## src/rtl/regfile_sb_pkg.sv

```systemverilog
// Shared widths and constants for the register file and its scoreboard.
// Pending counters track in-flight writes per architectural register.
package regfile_sb_pkg;

    localparam int NUM_REGS    = 32;
    localparam int PEND_W      = 2;
    localparam int RADDR_WIDTH = 5;
    localparam int RDATA_WIDTH = 32;

    localparam logic [RADDR_WIDTH-1:0] ZERO_REG     = '0;
    localparam logic [RDATA_WIDTH-1:0] ZERO         = '0;
    localparam logic                   WRITE_ENABLE = 1'b1;
    localparam logic                   READ_ENABLE  = 1'b1;

endpackage

```

## src/rtl/sb_pend_cnt.sv

```systemverilog
// Saturating up/down counter of in-flight writes for one register.
// Clear wins; simultaneous inc and dec leave the count unchanged.
module sb_pend_cnt
    import regfile_sb_pkg::*;
(
    input  logic              clk,
    input  logic              rst,
    input  logic              inc,
    input  logic              dec,
    input  logic              clr,
    output logic [PEND_W-1:0] cnt,
    output logic              full,
    output logic              nz
);

    logic inc_ok;
    logic dec_ok;

    assign full   = (cnt == {PEND_W{1'b1}});
    assign nz     = (cnt != '0);
    assign inc_ok = inc && !full;
    assign dec_ok = dec && nz;

    // Count register: never wraps in either direction.
    always_ff @(posedge clk or posedge rst) begin
        if (rst) begin
            cnt <= '0;
        end else if (clr) begin
            cnt <= '0;
        end else if (inc_ok && !dec_ok) begin
            cnt <= cnt + PEND_W'(1);
        end else if (dec_ok && !inc_ok) begin
            cnt <= cnt - PEND_W'(1);
        end
    end

endmodule

```

## src/rtl/regfile_sb.sv

```systemverilog
// Integer register file with WB bypass and a write-pending scoreboard.
// Raises hazard_o on RAW against in-flight writes or a full WAW counter.
module regfile_sb
    import regfile_sb_pkg::*;
(
    input  logic                   clk,
    input  logic                   rst,
    input  logic [RADDR_WIDTH-1:0] reg1_raddr_i,
    input  logic                   reg1_re_i,
    input  logic [RADDR_WIDTH-1:0] reg2_raddr_i,
    input  logic                   reg2_re_i,
    output logic [RDATA_WIDTH-1:0] reg1_rdata_o,
    output logic [RDATA_WIDTH-1:0] reg2_rdata_o,
    input  logic                   issue_i,
    input  logic                   issue_we_i,
    input  logic [RADDR_WIDTH-1:0] issue_waddr_i,
    input  logic                   wb_we_i,
    input  logic [RADDR_WIDTH-1:0] wb_waddr_i,
    input  logic [RDATA_WIDTH-1:0] wb_wdata_i,
    input  logic                   flush_i,
    output logic                   hazard_o
);

    logic [RDATA_WIDTH-1:0] regs [NUM_REGS];
    logic [PEND_W-1:0]      cnt  [NUM_REGS];
    logic [NUM_REGS-1:0]    full;
    logic [NUM_REGS-1:0]    nz;
    logic [NUM_REGS-1:0]    inc;
    logic [NUM_REGS-1:0]    dec;

    logic wb_ok;
    logic rd1_ok;
    logic rd2_ok;
    logic iss_ok;
    logic accept;
    logic haz1;
    logic haz2;
    logic haz_waw;

    assign wb_ok  = (wb_we_i == WRITE_ENABLE) && (wb_waddr_i != ZERO_REG);
    assign rd1_ok = (reg1_re_i == READ_ENABLE) && (reg1_raddr_i != ZERO_REG);
    assign rd2_ok = (reg2_re_i == READ_ENABLE) && (reg2_raddr_i != ZERO_REG);
    assign iss_ok = issue_we_i && (issue_waddr_i != ZERO_REG);

    // x0 carries no counter.
    assign cnt[0]  = '0;
    assign full[0] = 1'b0;
    assign nz[0]   = 1'b0;

    genvar g;
    generate
        for (g = 1; g < NUM_REGS; g++) begin : g_pend
            sb_pend_cnt u_cnt (
                .clk  (clk),
                .rst  (rst),
                .inc  (inc[g]),
                .dec  (dec[g]),
                .clr  (flush_i),
                .cnt  (cnt[g]),
                .full (full[g]),
                .nz   (nz[g])
            );
        end
    endgenerate

    // Per-register issue/retire strobes from the decoded addresses.
    always_comb begin
        inc = '0;
        dec = '0;
        if (accept) inc[issue_waddr_i] = 1'b1;
        if (wb_ok)  dec[wb_waddr_i]    = 1'b1;
    end

    // A read stalls if writes remain pending after this cycle's retire.
    always_comb begin
        haz1 = 1'b0;
        haz2 = 1'b0;
        if (rd1_ok) begin
            haz1 = nz[reg1_raddr_i] &&
                   !(wb_ok && wb_waddr_i == reg1_raddr_i &&
                     cnt[reg1_raddr_i] == PEND_W'(1));
        end
        if (rd2_ok) begin
            haz2 = nz[reg2_raddr_i] &&
                   !(wb_ok && wb_waddr_i == reg2_raddr_i &&
                     cnt[reg2_raddr_i] == PEND_W'(1));
        end
    end

    assign haz_waw  = iss_ok && full[issue_waddr_i];
    assign hazard_o = haz1 || haz2 || haz_waw;
    assign accept   = issue_i && !hazard_o && iss_ok;

    // Read muxes with same-cycle write-back bypass.
    always_comb begin
        reg1_rdata_o = ZERO;
        reg2_rdata_o = ZERO;
        if (rd1_ok) begin
            reg1_rdata_o = (wb_ok && wb_waddr_i == reg1_raddr_i)
                         ? wb_wdata_i : regs[reg1_raddr_i];
        end
        if (rd2_ok) begin
            reg2_rdata_o = (wb_ok && wb_waddr_i == reg2_raddr_i)
                         ? wb_wdata_i : regs[reg2_raddr_i];
        end
    end

    // Architectural state; x0 is never written.
    always_ff @(posedge clk or posedge rst) begin
        if (rst) begin
            for (int i = 0; i < NUM_REGS; i++) begin
                regs[i] <= ZERO;
            end
        end else if (wb_ok) begin
            regs[wb_waddr_i] <= wb_wdata_i;
        end
    end

endmodule
```

## config.mk

```make
export PLATFORM = sky130hd
export DESIGN_NAME = regfile_sb
export DESIGN_NICKNAME = d
export VERILOG_FILES = /design/src/rtl/regfile_sb_pkg.sv /design/src/rtl/sb_pend_cnt.sv /design/src/rtl/regfile_sb.sv
export SDC_FILE = /design/constraint.sdc
export NUM_CORES = 2
export LEC_CHECK = 0
export CORE_ASPECT_RATIO = 0.6
export CORE_MARGIN = 8
export CORE_UTILIZATION = 32
export CTS_BUF_LIST = sky130_fd_sc_hd__clkbuf_8 sky130_fd_sc_hd__clkbuf_16
export DETAILED_ROUTE_END_ITERATION = 12
export GPL_ROUTABILITY_DRIVEN = 0
export HOLD_SLACK_MARGIN = 0.05
export PLACE_DENSITY = 0.44
export RECOVER_POWER = 100
export SYNTH_ARGS = -nofsm -noshare
export SYNTH_HDL_FRONTEND = slang
export SYNTH_SLANG_ARGS = --single-unit
```

## constraint.sdc

```tcl
create_clock -name clk -period 45.8 [get_ports clk]
set_clock_uncertainty 0.1 [all_clocks]
set_input_delay 4.58 -clock clk [delete_from_list [all_inputs] [get_ports clk]]
set_output_delay 4.58 -clock clk [all_outputs]
set_load 0.1 [all_outputs]
```

==> out/qor.yml <==
status:
  status: "complete, but fails checks"
  violations: "capacitance limit, slew limit"
timing:
  setup_viol: 0
  period_share_pct: 47.2
  fmax_mhz: 46.2
  final_hold_viol_count: 0
  min_period_ps: 21640
  fin_setup_tns_ps: 0
  rsz0062_at_grt: "false"
  worstMarginPinSlew_ps: 8370
  relSlewSlack_pct: -458
  slew_violations: 2712
  setup_ws_ps: 24160
clock_tree:
  clockRootBuffer: "clkbuf_16"
  ctsHtreeMaxLevel: 3
  numCtsBuffers: 114
  ctsHoldBuffers: 0
  worstSkewPairLatency_ps: 750
  cts_buffer_depth: 3
  tritoncts: "built"
  clock_sinks: 1086
  postCtsSetupRepairBufs: 0
  cts_resized: 0
  clk_pin_slew_worst_paths_ps: 60
min_path:
  holdCritPathClass: "flip-flop to flip-flop"
  worstHoldStart: "regs[1015]"
  worstHoldPathCells: 0
  hold_end: "regs[1015]"
final_layout:
  syn_to_final_growth_pct: 11.6
  nets: 4567
  drive_gt1_share_pct: 37.5
synth:
  syn_area_sq_mm: 0.0610
  synth-edff-count: 0
  yosysWarnings: 0
  ys.flop_type: "dfrtp_1"
  syn-instance-count: 4660
  yosysSeqAreaShare_pct: 44.5
  synth_seq_cells: 1086
  syn_area_per_cell_sq_um: 13.1
  synthArstFlopShare_pct: 100
  synth_cell_types: 74
  synth_fp_nets: 4720
drt:
  vias: 41400
  drt_iter0_drc: 3984
  drc: 0
  routedWlPerCell_um: 31.0
  ant_nets: 0
  totalWireLength_um: 221000
  viasPerCell: 5.81
  drtPass1Iterations: 6
power:
  vdd_drop_max_v: 0.0000293
  power.density_mw_per_mm2: 42.9
  power.leakage_nw: 28.8
grt:
  gr-total-overflow: 0
  grt_max_degree: 154
  grtUsageTotal_pct: 21.2
  grt_pass1_wl_um: 324000
  grt_pass1_vias: 42100
  antenna_found_initial: 3
setup_path:
  cp.required_ps: 41120
  endpoint_kind: "primary output"
  crit_arrival_ps: 16960
  cp-start-kind: "input pin"
  critPathKind: "input pin to primary output"
  crit_fanout: 53
  timing.rr.end: "g_pend[11].u_cnt.cnt[0]"
  r2r_cells: 10
  reg2reg_slack_ps: 38210
  r2r-start: "g_pend[16].u_cnt.cnt[1]"
die:
  core_area_sq_mm: 0.190
  rows: 124
  die_w_um: 580
  start_util_pct: 32.1
  die-area_sq_mm: 0.205
  fp.dieH_um: 354
  io_pins: 125
placement:
  hpwl_um: 121000
  port_buffers: 124
  place_ws_ps: 30510
flow_run:
  drv_cap: 67
## cells by family after synthesis
| group | count (synthesis) | share of synthesized area [%] |
|---|---|---|
| mux | 1488 | 39.3 |
| buf+inv | 560 | 3.67 |
| xor+xnor | 10 | 0.143 |
| flops | 1086 | 44.5 |
| compound gates | 385 | 4.29 |
| simple gates | 1131 | 8.05 |
## state kept, by name, summed over array words and instances, names as in the netlist
signal            cells
regs               1024
g_pend.u_cnt.cnt     62
## metrics by stage
stage          area [sq um]  total power [W]  std cells  util (%)  hold slack [ps]
3_5_place_dp          64600          0.00193       6911      34.0              282
3_3_place_gp          64600          0.00192       6911      34.0              277
5_1_grt               68100          0.00306       7123      35.9              310
2_1_floorplan         61000          0.00174       4660         -              341
6_report              68100          0.00293       7124      35.9              291
4_1_cts               68600          0.00295       7123      36.1              297
## worst max-delay path by stage
stage	from	to	slack [ps]	cells past startpoint
after floorplan	rst	g_pend[10].u_cnt.cnt[0]	10550	1
after global placement	reg2_raddr_i[0]	reg2_rdata_o[13]	30570	9
after detailed placement	reg2_raddr_i[0]	reg2_rdata_o[13]	30510	9
after CTS	reg2_raddr_i[0]	reg2_rdata_o[13]	30590	9
after global routing	rst	regs[789]	21930	5
final	reg2_raddr_i[0]	reg2_rdata_o[8]	24160	9
## worst max-delay path, stage by stage
cell,delay (ps)
buf_8,370
clkbuf_1,3300
clkbuf_1,3060
clkbuf_1,2540
mux4_2,610
mux4_2,310
mux2i_1,80
a211oi_1,580
dlygate4sd3_1,1290
## cells in the mapped netlist (all sizes together) (10+ instances only)
master     n  area (sq um)
a21oi     80           400
o211ai    28           210
inv       48           180
clkbuf   382          1440
o21ai     66           342
nand2    741          2780
nand3     26           130
mux2i     68           681
a211oi    96           721
nor2     144           543
nor2b     17           106
a211o     11          96.3
nand2b    14          87.6
nand4     21           131
nor4      28           218
a31oi     25           156
a311oi    29           260
mux4     652         14700
buf      128           616
mux2     768          8650
nor3      57           290
nor3b     25           198
xor2      10          87.6
dfrtp   1086         27200
## final cells by class
type,instances,area (sq um)
inverters,50,195
diodes,1,2.50
flip-flops and latches,1086,27200
fillers,18300,122000
clock buffers,147,3310
multi-input cells,3014,31700
well taps,2520,3150
repair buffers,241,1950
clock inverters,65,694
## power by group
group	total [W]	internal (W)	switching [W]
sequential	0.00126	0.00113	0.000127
combinational	0.000658	0.000346	0.000311
clock	0.00101	0.000580	0.000430
total	0.00293	0.00206	0.000869
## routing by layer
layer | GRT usage [%] | routed length (um) | vias up
li1 | - | - | 17200
met1 | 31.6 | 104000 | 22500
met2 | 31.8 | 96800 | 1417
met3 | 4.03 | 14100 | 312
met4 | 5.14 | 5940 | 0
met5 | 0 | 0 | -
## cell usage in the layout (no fill, tap or decap), drive strengths merged, types with 11 or more instances in the layout
cell           Yosys  routed
clkbuf           382     203
nand2            741     741
o211ai            28      28
o21ai             66      66
buf              128      70
inv               48      69
a211oi            96      96
mux2i             68      68
mux2             768     768
nand3             26      26
a211o             11      11
bufinv             0      13
dlygate4sd3        0      63
nor3b             25      25
nor4              28      28
nor2b             17      17
a311oi            29      29
dfrtp           1086    1086
nor3              57      57
nand4             21      21
mux4             652     652
nand2b            14      14
clkinv             2      30
a31oi             25      25
nor2             144     144
clkdlybuf4s50      0      52
a21oi             80      80
Note: power is estimated with default switching activity, not from simulation.
